<file path="src/rtl/tone_mixer_n.sv">
// tone_mixer_n: N-channel square-wave tone generator with optional linear
// decay envelope and a saturating mixer, clocked by the audio sample clock.
// Tick at edge E0 advances channels, E0+1 registers the raw sum, E0+2
// presents the clipped sample with a one-cycle valid pulse.

// Per-channel registers, tone counter and decay envelope.
module tone_mixer_n_ch #(
  parameter int PERIOD_W = 12,
  parameter int VOL_W    = 4,
  parameter int OUT_W    = 16,
  parameter int ENV_PRE  = 256
) (
  input  logic             I_clk_audio,
  input  logic             I_reset_n,
  input  logic             tick_i,
  input  logic             wr_sel_i,
  input  logic [1:0]       wr_reg_i,
  input  logic [15:0]      wr_data_i,
  output logic [OUT_W-1:0] contrib_o,
  output logic             active_o
);
  localparam int PRE_W = (ENV_PRE > 1) ? $clog2(ENV_PRE) : 1;
  localparam int SH    = OUT_W - 1 - VOL_W;

  logic [PERIOD_W-1:0] period_q, period_d, cnt_q, cnt_d;
  logic [VOL_W-1:0]    vol_q, vol_d, env_q, env_d;
  logic [7:0]          rate_q, rate_d, rcnt_q, rcnt_d;
  logic [PRE_W-1:0]    pre_q, pre_d;
  logic                en_q, en_d, dec_q, dec_d, sq_q, sq_d;
  logic                key_on;
  logic [OUT_W-1:0]    amp;
  logic                unused_data;

  // Only the low bits of the data bus carry register fields.
  assign unused_data = ^wr_data_i;
  assign key_on = wr_sel_i && (wr_reg_i == 2'd2) && wr_data_i[2];

  // Next state: register writes, key-on, tone counter and envelope. Ticks
  // always act on the pre-write register values.
  always_comb begin
    period_d = period_q;
    vol_d    = vol_q;
    en_d     = en_q;
    dec_d    = dec_q;
    rate_d   = rate_q;
    cnt_d    = cnt_q;
    sq_d     = sq_q;
    env_d    = env_q;
    pre_d    = pre_q;
    rcnt_d   = rcnt_q;
    if (wr_sel_i) begin
      case (wr_reg_i)
        2'd0:    period_d = wr_data_i[PERIOD_W-1:0];
        2'd1:    vol_d    = wr_data_i[VOL_W-1:0];
        2'd2:    begin en_d = wr_data_i[0]; dec_d = wr_data_i[1]; end
        default: rate_d   = wr_data_i[7:0];
      endcase
    end
    if (key_on) begin
      // Key-on overrides a coincident tick on this channel.
      cnt_d  = '0;
      sq_d   = 1'b1;
      env_d  = vol_d;
      pre_d  = '0;
      rcnt_d = '0;
    end else begin
      if (!en_q) begin
        cnt_d = '0;
      end else if (tick_i && (period_q != '0)) begin
        // >= so a shrunk period toggles on the very next tick.
        if (cnt_q >= period_q - PERIOD_W'(1)) begin
          cnt_d = '0;
          sq_d  = ~sq_q;
        end else begin
          cnt_d = cnt_q + PERIOD_W'(1);
        end
      end
      if (!dec_q) begin
        env_d = vol_d;
      end else if (tick_i) begin
        if (pre_q == PRE_W'(ENV_PRE - 1)) begin
          pre_d = '0;
          if (rcnt_q == rate_q) begin
            rcnt_d = '0;
            if (env_q != '0) env_d = env_q - VOL_W'(1);
          end else begin
            rcnt_d = rcnt_q + 8'd1;
          end
        end else begin
          pre_d = pre_q + PRE_W'(1);
        end
      end
    end
  end

  // Channel state registers.
  always_ff @(posedge I_clk_audio) begin
    if (!I_reset_n) begin
      period_q <= '0; vol_q <= '0; en_q <= 1'b0; dec_q <= 1'b0; rate_q <= '0;
      cnt_q <= '0; sq_q <= 1'b0; env_q <= '0; pre_q <= '0; rcnt_q <= '0;
    end else begin
      period_q <= period_d; vol_q <= vol_d; en_q <= en_d; dec_q <= dec_d;
      rate_q <= rate_d; cnt_q <= cnt_d; sq_q <= sq_d; env_q <= env_d;
      pre_q <= pre_d; rcnt_q <= rcnt_d;
    end
  end

  assign amp       = OUT_W'(env_q) << SH;
  assign contrib_o = (en_q && (period_q != '0)) ? (sq_q ? amp : (OUT_W'(0) - amp)) : '0;
  assign active_o  = en_q && (env_q != '0);
endmodule

module tone_mixer_n #(
  parameter int NUM_CH   = 3,
  parameter int PERIOD_W = 12,
  parameter int VOL_W    = 4,
  parameter int OUT_W    = 16,
  parameter int ENV_PRE  = 256,
  parameter int ADDR_W   = $clog2(NUM_CH) + 2
) (
  input  logic              I_clk_audio,
  input  logic              I_reset_n,
  input  logic              I_tick,
  input  logic              I_wr_en,
  input  logic [ADDR_W-1:0] I_wr_addr,
  input  logic [15:0]       I_wr_data,
  output logic [OUT_W-1:0]  O_sample,
  output logic              O_sample_valid,
  output logic [NUM_CH-1:0] O_active
);
  localparam int SUM_W = OUT_W + $clog2(NUM_CH) + 1;
  localparam logic signed [SUM_W-1:0] MAXV = {{(SUM_W-OUT_W+1){1'b0}}, {(OUT_W-1){1'b1}}};
  localparam logic signed [SUM_W-1:0] MINV = {{(SUM_W-OUT_W+1){1'b1}}, {(OUT_W-1){1'b0}}};

  logic [NUM_CH-1:0][OUT_W-1:0] contrib;
  logic [ADDR_W-1:0]            wr_ch;
  logic signed [SUM_W-1:0]      sum_d, sum_q;
  logic [OUT_W-1:0]             clip_d, sample_q;
  logic [2:0]                   vld_pipe_q;

  // Channel numbers >= NUM_CH match no instance, so those writes vanish.
  assign wr_ch = I_wr_addr >> 2;

  for (genvar g = 0; g < NUM_CH; g++) begin : g_ch
    tone_mixer_n_ch #(
      .PERIOD_W(PERIOD_W), .VOL_W(VOL_W), .OUT_W(OUT_W), .ENV_PRE(ENV_PRE)
    ) u_ch (
      .I_clk_audio(I_clk_audio),
      .I_reset_n  (I_reset_n),
      .tick_i     (I_tick),
      .wr_sel_i   (I_wr_en && (wr_ch == ADDR_W'(g))),
      .wr_reg_i   (I_wr_addr[1:0]),
      .wr_data_i  (I_wr_data),
      .contrib_o  (contrib[g]),
      .active_o   (O_active[g])
    );
  end

  // Sign-extended sum, wide enough that it never wraps.
  always_comb begin
    sum_d = '0;
    for (int i = 0; i < NUM_CH; i++)
      sum_d = sum_d + {{(SUM_W-OUT_W){contrib[i][OUT_W-1]}}, contrib[i]};
  end

  // Saturate the registered sum to the output range.
  always_comb begin
    clip_d = sum_q[OUT_W-1:0];
    if (sum_q > MAXV)      clip_d = MAXV[OUT_W-1:0];
    else if (sum_q < MINV) clip_d = MINV[OUT_W-1:0];
  end

  // Two-stage output pipeline; reset drops any sample in flight.
  always_ff @(posedge I_clk_audio) begin
    if (!I_reset_n) begin
      vld_pipe_q <= '0;
      sum_q      <= '0;
      sample_q   <= '0;
    end else begin
      vld_pipe_q <= {vld_pipe_q[1:0], I_tick};
      sum_q      <= sum_d;
      if (vld_pipe_q[1]) sample_q <= clip_d;
    end
  end

  assign O_sample       = sample_q;
  assign O_sample_valid = vld_pipe_q[2];
endmodule

</file>
<file path="config.mk">
export PLATFORM = sky130hd
export DESIGN_NAME = tone_mixer_n
export DESIGN_NICKNAME = d
export VERILOG_FILES = /design/src/rtl/tone_mixer_n.sv
export SDC_FILE = /design/constraint.sdc
export NUM_CORES = 1
export LEC_CHECK = 0
export CORE_MARGIN = 5
export CORE_UTILIZATION = 35
export CTS_CLUSTER_DIAMETER = 120
export CTS_CLUSTER_SIZE = 20
export DETAILED_ROUTE_END_ITERATION = 10
export HOLD_SLACK_MARGIN = 0.05
export PLACE_DENSITY = 0.63
export SYNTH_ARGS = -nofsm -noshare
export SYNTH_HDL_FRONTEND = slang
export SYNTH_SLANG_ARGS = --single-unit
export TNS_END_PERCENT = 10
</file>
<file path="constraint.sdc">
create_clock -name I_clk_audio -period 9.6 [get_ports I_clk_audio]
set_input_delay 1.92 -clock I_clk_audio [delete_from_list [all_inputs] [get_ports I_clk_audio]]
set_output_delay 1.92 -clock I_clk_audio [all_outputs]
set_load 0.02 [all_outputs]
</file>
# ---- Yosys cells after proc, flatten, opt, wreduce, memory -nomap -nowiden
# Cells that the tools add are included.
dict set report op_classes {
  addsub 20
  magnitude_cmp 5
  eq_ne 22
  n_mux 53
  bitwise 8
  n_reduce_logical 63
}
# op n
set op_table {}
lappend op_table {{$mux W16} 8}
lappend op_table {{$mux W4} 24}
lappend op_table {{$add A8 B1 Y8 const B} 6}
lappend op_table {{$mux W8} 6}
lappend op_table {{$sub A1 B15 Y16 const A} 3}
lappend op_table {{$add A12 B1 Y12 const B} 3}
lappend op_table {{$ge A12 B12 Y1} 3}
lappend op_table {{$mux W12} 3}
lappend op_table {{$ne A3 B3 Y1 const B} 12}
lappend op_table {{$reduce_bool A12 Y1} 3}
lappend op_table {{$sub A12 B1 Y12 const B} 3}
lappend op_table {{$eq A8 B8 Y1} 3}
lappend op_table {{$eq A8 B8 Y1 const B} 3}
lappend op_table {{$reduce_and A2 Y1} 12}
lappend op_table {{$gt A19 B16 Y1 const B} 1}
lappend op_table {{$lt A19 B16 Y1 const B} 1}
lappend op_table {{$add A17 B16 Y18} 1}
lappend op_table {{$logic_and A1 B1 Y1} 18}
lappend op_table {{$reduce_and A3 Y1} 6}
lappend op_table {{$reduce_bool A2 Y1} 9}
lappend op_table {{$add A16 B16 Y17} 1}
lappend op_table {{$mux W1} 12}
lappend op_table {{$reduce_and A4 Y1} 3}
lappend op_table {{$reduce_bool A4 Y1} 3}
lappend op_table {{8 further kinds} 24}
dict set report word_totals {
  ff_bits 215
  in_bits 24
  out_inout_bits 20
  wordCells 204
}

# ---- Longest topological paths before layout
# Gate-level depths: netlist of the first run.
dict set report logic_depth {
  word_depth 7
  mapped_depth 16
  mapped_depth_nobuf 16
}

# ---- Modules after synthesis
# From an unflattened synthesis of the first run, not the netlist that was laid out.
dict set report hier_totals {
  cells_unflattened 1400
  area_unflattened_um2 12384.4
}
# mod instances cells_per_inst area_each_um2 seq_area_each_um2
set by_module_without_submodules {}
lappend by_module_without_submodules {{tone_mixer_n_ch at g_ch[1].u_ch ...} 2 383 3357.0 1181.1}
lappend by_module_without_submodules {{tone_mixer_n_ch at g_ch[0].u_ch} 1 382 3358.2 1181.1}
lappend by_module_without_submodules {tone_mixer_n 1 252 2312.2 740.7}

# ---- Worst setup path before layout of the first run
# Ideal clock, no wire load.
dict set report synth_timing {
  path_kind {register to register}
  start {reg g_ch[1].u_ch.period_q[2]}
  end {reg sum_q[17]}
  setup_time_ps 70
  t_arrival_ps 3502
  t_required_ps 9530
  setup_slack_ps 6028
  stages_incl_launch_ff 13
  n_path_buf 0
  period_less_slack_ps 3572
  path_cell_list {dfxtp_1 > or3_1 > or2_2 > or4_1 > nand3_1 > fa_1 > inv_1 > ha_1 > a21o_1 > a21oi_1 > nor2b_1 > or4b_2 > a21oi_1}
}
dict set report synth_between {
  elab_chain_len 5
}
# element line
set synth_lines {}
lappend synth_lines {{start: declaration} 25} ;# logic [PERIOD_W-1:0] period_q, period_d, cnt_q, cnt_d;
lappend synth_lines {{start signal: assignment} 99} ;# period_q <= '0; vol_q <= '0; en_q <= 1'b0; dec_q <= 1'b0; rate_q <= '0;
lappend synth_lines {{start signal: assignment} 102} ;# period_q <= period_d; vol_q <= vol_d; en_q <= en_d; dec_q <= dec_d;
lappend synth_lines {{$reduce_bool A12 Y1} 109} ;# assign contrib_o = (en_q && (period_q != '0)) ? (sq_q ? amp : (OUT_W'(0) - amp)) : '0;
lappend synth_lines {{$logic_and A1 B1 Y1} 109}
lappend synth_lines {{$mux W16} 109}
lappend synth_lines {{$add A16 B16 Y17} 163} ;# sum_d = sum_d + {{(SUM_W-OUT_W){contrib[i][OUT_W-1]}}, contrib[i]};
lappend synth_lines {{$add A17 B16 Y18} 163}
lappend synth_lines {{end signal: assignment} 181} ;# sum_q <= sum_d;
lappend synth_lines {{end: declaration} 137} ;# logic signed [SUM_W-1:0] sum_d, sum_q;
# Every way passes these cells.
# A chain may end at the register's enable or synchronous reset.

# ---- Final worst setup path of the first run
dict set report layout_timing {
  start {reg g_ch[0].u_ch.env_q[0]}
  end {out O_active[0]}
}
dict set report layout_between {
  elab_chain_len 2
}
# element line
set layout_lines {}
lappend layout_lines {{start: declaration} 26} ;# logic [VOL_W-1:0] vol_q, vol_d, env_q, env_d;
lappend layout_lines {{start signal: assignment} 103} ;# rate_q <= rate_d; cnt_q <= cnt_d; sq_q <= sq_d; env_q <= env_d;
lappend layout_lines {{$reduce_bool A4 Y1} 110} ;# assign active_o = en_q && (env_q != '0);
lappend layout_lines {{$logic_and A1 B1 Y1} 110}
lappend layout_lines {{end: declaration} 129} ;# output logic [NUM_CH-1:0] O_active
# Every way passes these cells.

==> metrics.csv, run 1 <==
stage,metric,value,unit
sta,tightest_slew,1.02,ns
sta,final.min_clock_period,4.19,ns
worst_setup_path,crit_buf_inv,2,
clock_network,post-cts-setup-buffers,0,
power_and_ir_drop,fin_total_pwr,1.64,mW
cells_and_area,regArea,3860,um^2
worst_setup_path,timing.rr.end,sum_q[17],
sta,layout_setup_ws,5.41,ns
clock_network,h-tree-depth,4,
synthesis,synth_top_area_cell,dfxtp_1,
worst_setup_path,timing.reg2reg.setup_slack,5.51,ns
sta,hold_ws,0.448,ns
clock_network,ctsHoldBuffers,0,
global_routing,grtUsageTotal,13.9,%
clock_network,clk_pin_slew,0.07,ns
cells_and_area,drive_gt1_share,4.92,%
clock_network,clockBufferDepth,2,
power_and_ir_drop,max-vdd-ir-drop,0.129,mV
synthesis,synth_compound_area_share,9.91,%
synthesis,muxShareOfSynthArea,6.83,%
placement,hpwl,16700,um
floorplan,placementRows,63,
synthesis,synth_xor_area_share,11.6,%
route,first_pass_iters,5,
worst_setup_path,required,7.68,ns
floorplan,die_h,183,um
run,maxCapViolations,0,
clock_network,cts_sinks,193,
route,wl_per_cell,14.8,um
cells_and_area,multi_input_area,6170,um^2
cells_and_area,n_antenna_cell,0,
worst_setup_path,cpLargestDelayFamily,simple AND/OR/NAND/NOR gates,
synthesis,netlist_instances,1187,
synthesis,ys.flop_type,dfxtp_1,
synthesis,synth_most_common_cell,dfxtp_1,
synthesis,synth-simple-area-share,22.7,%
sta,clock_skew,0.0116,ns
clock_network,cts_resized,0,
clock_network,cts_root_buf,clkbuf_16,
cells_and_area,final_cells,1588,
worst_setup_path,slowest_stage,clkdlybuf4s50_1,
route,drt_iter0_markers,419,
placement,place_ws,5.07,ns
synthesis,synth_area_per_cell,8.81,um^2
floorplan,dieArea,33400,um^2
global_routing,grt_max_degree,84,
floorplan,ios,44,
worst_setup_path,crit_fanout,3,
synthesis,synth_top_family_by_area,simple AND/OR/NAND/NOR gates,
placement,post_dp_cell_area,11100,um^2
hold_path,hold_depth,1,
worst_setup_path,path_cells,inv_1 -> ha_1 -> or3b_2 -> and2_1 -> clkdlybuf4s50_1,
route,wirelength,23400,um
synthesis,ys_seq_area_share,36.9,%
worst_setup_path,timing.rr.start,g_ch[2].u_ch.period_q[6],
synthesis,synth_area_leaders,"dfxtp_1, ha_1, mux2i_1",
sta,relSlewSlack,31.5,%
synthesis,synth-edff-count,0,
synthesis,ys_types,57,
synthesis,synthArstFlopShare,0,%
sta,finalCritPeriodShare,43.7,%
placement,io_buffers,39,
power_and_ir_drop,leakagePower,4.88,nW
global_routing,grt_overflow,0,
worst_setup_path,path_class,reg -> out,
worst_setup_path,rr_worst_depth,12,
power_and_ir_drop,p_per_area,140,nW/um^2
route,drc,0,
floorplan,start_util,35.4,%
global_routing,grt_pass1_vias,7524,
worst_setup_path,endpoint_kind,primary output,
synthesis,synth_seq_cells,193,
synthesis,ys_top_cells_by_count,"dfxtp_1, nor2_1, nand2_1",
floorplan,core_area,29600,um^2
synthesis,syn-cell-area,10500,um^2
cells_and_area,area_growth,11.5,%
worst_setup_path,startpoint_type,flop,
sta,fmaxAchievable,0.239,GHz
synthesis,synthDominantCellAreaShare,36.9,%
clock_network,worst_skew_pair.late_latency,0.43,ns
sta,setup_violations,0,
global_routing,grt_pass1_wl,38500,um
sta,finalHoldViolations,0,
sta,rsz0062_at_grt,no,
clock_network,cts_tree,yes,
synthesis,synth-adder-area-share,7.85,%
worst_setup_path,slowest_delay,0.54,ns
hold_path,min_to,vld_pipe_q[1],
route,vias_per_cell,5.07,
placement,place_congestion,0.839,
sta,final_max_slew_viol_count,0,
cells_and_area,n_fill_cell,2976,
route,ant_nets,0,
run_status,run_status,finished clean,
clock_network,cts-buffers-inserted,17,
route,vias,8058,
hold_path,hold_class,reg -> reg,
cells_and_area,design_area,11700,um^2
placement,dp_cells,1558,
synthesis,ys_warn_count,0,
sta,final.setup.tns,0,ns
global_routing,antenna_found_initial,0,
cells_and_area,fin_util,39.4,%
hold_path,min_from,vld_pipe_q[0],
floorplan,die_x,183,um
worst_setup_path,crit_arrival,2.27,ns
cells_and_area,nNetsFinal,1273,
synthesis,synth.net_count,1273,
==> worst max path at each step <==
stage | endpoint | cells after the start | start
after floorplan | sum_q[17] | 12 | g_ch[1].u_ch.period_q[2]
after global placement | g_ch[1].u_ch.period_q[11] | 5 | I_wr_en
after detailed placement | g_ch[1].u_ch.period_q[1] | 5 | I_wr_en
after CTS | O_active[1] | 5 | g_ch[1].u_ch.env_q[0]
after global routing | sum_q[17] | 12 | g_ch[2].u_ch.period_q[6]
final | O_active[0] | 5 | g_ch[0].u_ch.env_q[0]
==> placed cells by master (no fill, tap or decap), types with 21 or more instances in the layout <==
| cell | n |
|---|---|
| dfxtp_1 | 193 |
| nor2_1 | 154 |
| nand2_1 | 90 |
| xor2_1 | 70 |
| xnor2_1 | 69 |
| mux2i_1 | 68 |
| ha_1 | 56 |
| nand3_1 | 41 |
| a21oi_1 | 41 |
| clkdlybuf4s50_1 | 39 |
| nand4_1 | 37 |
| inv_1 | 32 |
| nor3_1 | 31 |
| a211oi_1 | 30 |
| nand2b_1 | 25 |
| and3_1 | 21 |
==> report_power, final <==
group	switching (mW)	internal (mW)
clock	0.329	0.388
combinational	0.0691	0.0402
sequential	0.00555	0.806
==> area by class of cell <==
cell class	count	area share, %
multi-input cells	897	52.9
clock inverters	13	1.31
inverters	33	1.06
repair buffers	45	3.73
flip-flops and latches	193	33.1
well taps	390	4.19
clock buffers	17	3.65
==> kinds of logic after synthesis <==
group	Yosys count
mux	71
compound gates	147
buf+inv	97
fa+ha+maj	62
flops	193
simple gates	478
xor+xnor	139
==> layer usage <==
metal	vias to the layer above	GRT usage (%)	routed length, um
li1	4129	-	-
met4	0	2.89	193
met5	-	0	0
met1	3799	19.3	11500
met2	118	22.9	11000
met3	12	2.62	774
==> registers in the layout (all words and copies together), names as in the netlist <==
name and count:
g_ch.u_ch.pre_q 24, O_sample 6, g_ch.u_ch.sq_q 3, g_ch.u_ch.en_q 3, g_ch.u_ch.vol_q 12, sum_q 7, g_ch.u_ch.cnt_q 36, vld_pipe_q 3
g_ch.u_ch.rcnt_q 24, g_ch.u_ch.dec_q 3, g_ch.u_ch.env_q 12, g_ch.u_ch.period_q 36, g_ch.u_ch.rate_q 24
Power figures use the tool's default switching activity.
==> run 2, diff against run 1 <==
clock period = 4.1 ns   (was 9.6 ns; I/O delays follow)
==> run 2 against run 1 <==
  * Power up 130%
  * Critical path type is now reg -> reg
  * Non-clock buffer count up 8
  * Sequential share of layout area down 0.16 points
  * Largest cell class unchanged
  * Via count up 1.1%
  * Clock skew up 0.0018 ns
==> metrics.csv, run 2 (synthesis gave the netlist of run 1 again) <==
stage,metric,value,unit
placement,hpwl,17100,um
cells_and_area,drive_gt1_share,5.55,%
floorplan,placementRows,63,
clock_network,clockBufferDepth,2,
cells_and_area,nNetsFinal,1281,
sta,relSlewSlack,34.5,%
hold_path,min_from,vld_pipe_q[0],
hold_path,hold_class,reg -> reg,
cells_and_area,fin_util,39.6,%
placement,dp_cells,1566,
route,drc,0,
floorplan,start_util,35.4,%
clock_network,h-tree-depth,4,
power_and_ir_drop,leakagePower,4.91,nW
sta,fmaxAchievable,0.261,GHz
global_routing,grt_pass1_wl,39200,um
clock_network,clk_pin_slew,0.07,ns
clock_network,cts_sinks,193,
clock_network,cts_root_buf,clkbuf_16,
worst_setup_path,slowest_delay,0.60,ns
power_and_ir_drop,max-vdd-ir-drop,0.260,mV
clock_network,cts_resized,0,
cells_and_area,n_antenna_cell,0,
sta,finalHoldViolations,0,
global_routing,grt_pass1_vias,7834,
worst_setup_path,crit_arrival,4.20,ns
clock_network,cts-buffers-inserted,17,
sta,rsz0062_at_grt,no,
placement,place_congestion,0.865,
worst_setup_path,crit_top_cell,a21oi_1,
cells_and_area,final_cells,1598,
clock_network,worst_skew_pair.late_latency,0.44,ns
worst_setup_path,slowest_stage,or4b_2,
route,first_pass_iters,5,
cells_and_area,n_fill_cell,2946,
sta,clock_skew,0.0134,ns
sta,setup_violations,0,
floorplan,core_area,29600,um^2
cells_and_area,area_growth,12.0,%
worst_setup_path,path_class,reg -> reg,
run_status,run_status,finished clean,
worst_setup_path,crit_fanout,5,
sta,final.min_clock_period,3.83,ns
floorplan,die_h,183,um
route,ant_nets,0,
worst_setup_path,required,4.47,ns
sta,finalCritPeriodShare,93.4,%
global_routing,grtUsageTotal,14.2,%
sta,final_max_slew_viol_count,0,
route,drt_iter0_markers,430,
run,maxCapViolations,0,
sta,tightest_slew,0.983,ns
clock_network,post-cts-setup-buffers,0,
route,vias_per_cell,5.10,
floorplan,die_x,183,um
worst_setup_path,path_cells,or3_1 -> or2_2 -> or4_1 -> nand3_1 -> fa_1 -> inv_1 -> ha_1 -> a21o_1 -> a21oi_1 -> nor2b_1 -> or4b_2 -> a21oi_1,
route,wl_per_cell,14.8,um
worst_setup_path,endpoint_kind,flop,
power_and_ir_drop,fin_total_pwr,3.81,mW
floorplan,dieArea,33400,um^2
global_routing,grt_overflow,0,
placement,io_buffers,39,
worst_setup_path,startpoint_type,flop,
clock_network,cts_tree,yes,
worst_setup_path,startpoint,g_ch[1].u_ch.period_q[2],
worst_setup_path,timing.rr.start,g_ch[1].u_ch.period_q[2],
floorplan,ios,44,
sta,hold_ws,0.446,ns
route,vias,8150,
clock_network,ctsHoldBuffers,0,
cells_and_area,final_cell_mix,"dfxtp_1, nor2_1, nand2_1",
global_routing,grt_max_degree,48,
cells_and_area,layout_commonest_cell,dfxtp_1,
route,wirelength,23700,um
sta,final.setup.tns,0,ns
global_routing,antenna_found_initial,0,
cells_and_area,top_regs,"g_ch.u_ch.cnt_q: 36 flops, g_ch.u_ch.period_q: 36 flops",
power_and_ir_drop,p_per_area,325,nW/um^2
-- run 2: changes by cell type in the layout (fill, tap and decap cells not counted) --
cell and change:
clkbuf_8 +3, clkbuf_1 +2, inv_6 -1, clkinv_4 +1
bufinv_16 -1, inv_8 -2, buf_4 +8
-- run 2: worst paths after layout --
kind	end	slack, ns	cells after the start
setup / recovery	sum_q[17]	0.27	12
hold / removal	vld_pipe_q[1]	0.45	1
setup reg to reg	sum_q[17]	0.27	12
hold reg to reg	vld_pipe_q[1]	0.45	1
-- run 2: critical path: cells and delay by family (launching register included) --
kind / cells / cell delay [ns]
fa+ha+maj: 2 / 0.69
simple gates: 6 / 2.14
flops: 1 / 0.36
compound gates: 3 / 0.50
buf+inv: 1 / 0.08
-- run 2: area by class of cell --
type                            instances  area, um^2  area share (%)
Clock buffer                           22         474            4.05
Timing Repair Buffer                   53         495            4.23
Inverter                               33         124            1.06
Sequential cell                       193        3860            33.0
Tap cell                              390         488            4.16
Clock inverter                         10         100           0.854
Multi-Input combinational cell        897        6170            52.7
-- run 2: where the power goes --
group	total, mW	internal (mW)	switching [mW]
logic	0.264	0.0994	0.165
clock network	1.65	0.894	0.754
registers	1.90	1.89	0.0124
-- run 2: metrics by stage --
step,area [um^2],setup slack [ns]
after global routing,11700,0.0744
after global placement,11100,0.271
after detailed placement,11100,0.257
after CTS,11700,0.252
after floorplan,10500,0.528
final,11700,0.270
-- run 2: layer usage --
layer,global-route usage [%],share of wire (%),vias to the layer above
li1,-,-,4155
met1,19.5,49,3847
met2,22.3,45,123
met3,2.92,3.5,25
met4,4.89,2.1,0
met5,0,0,-
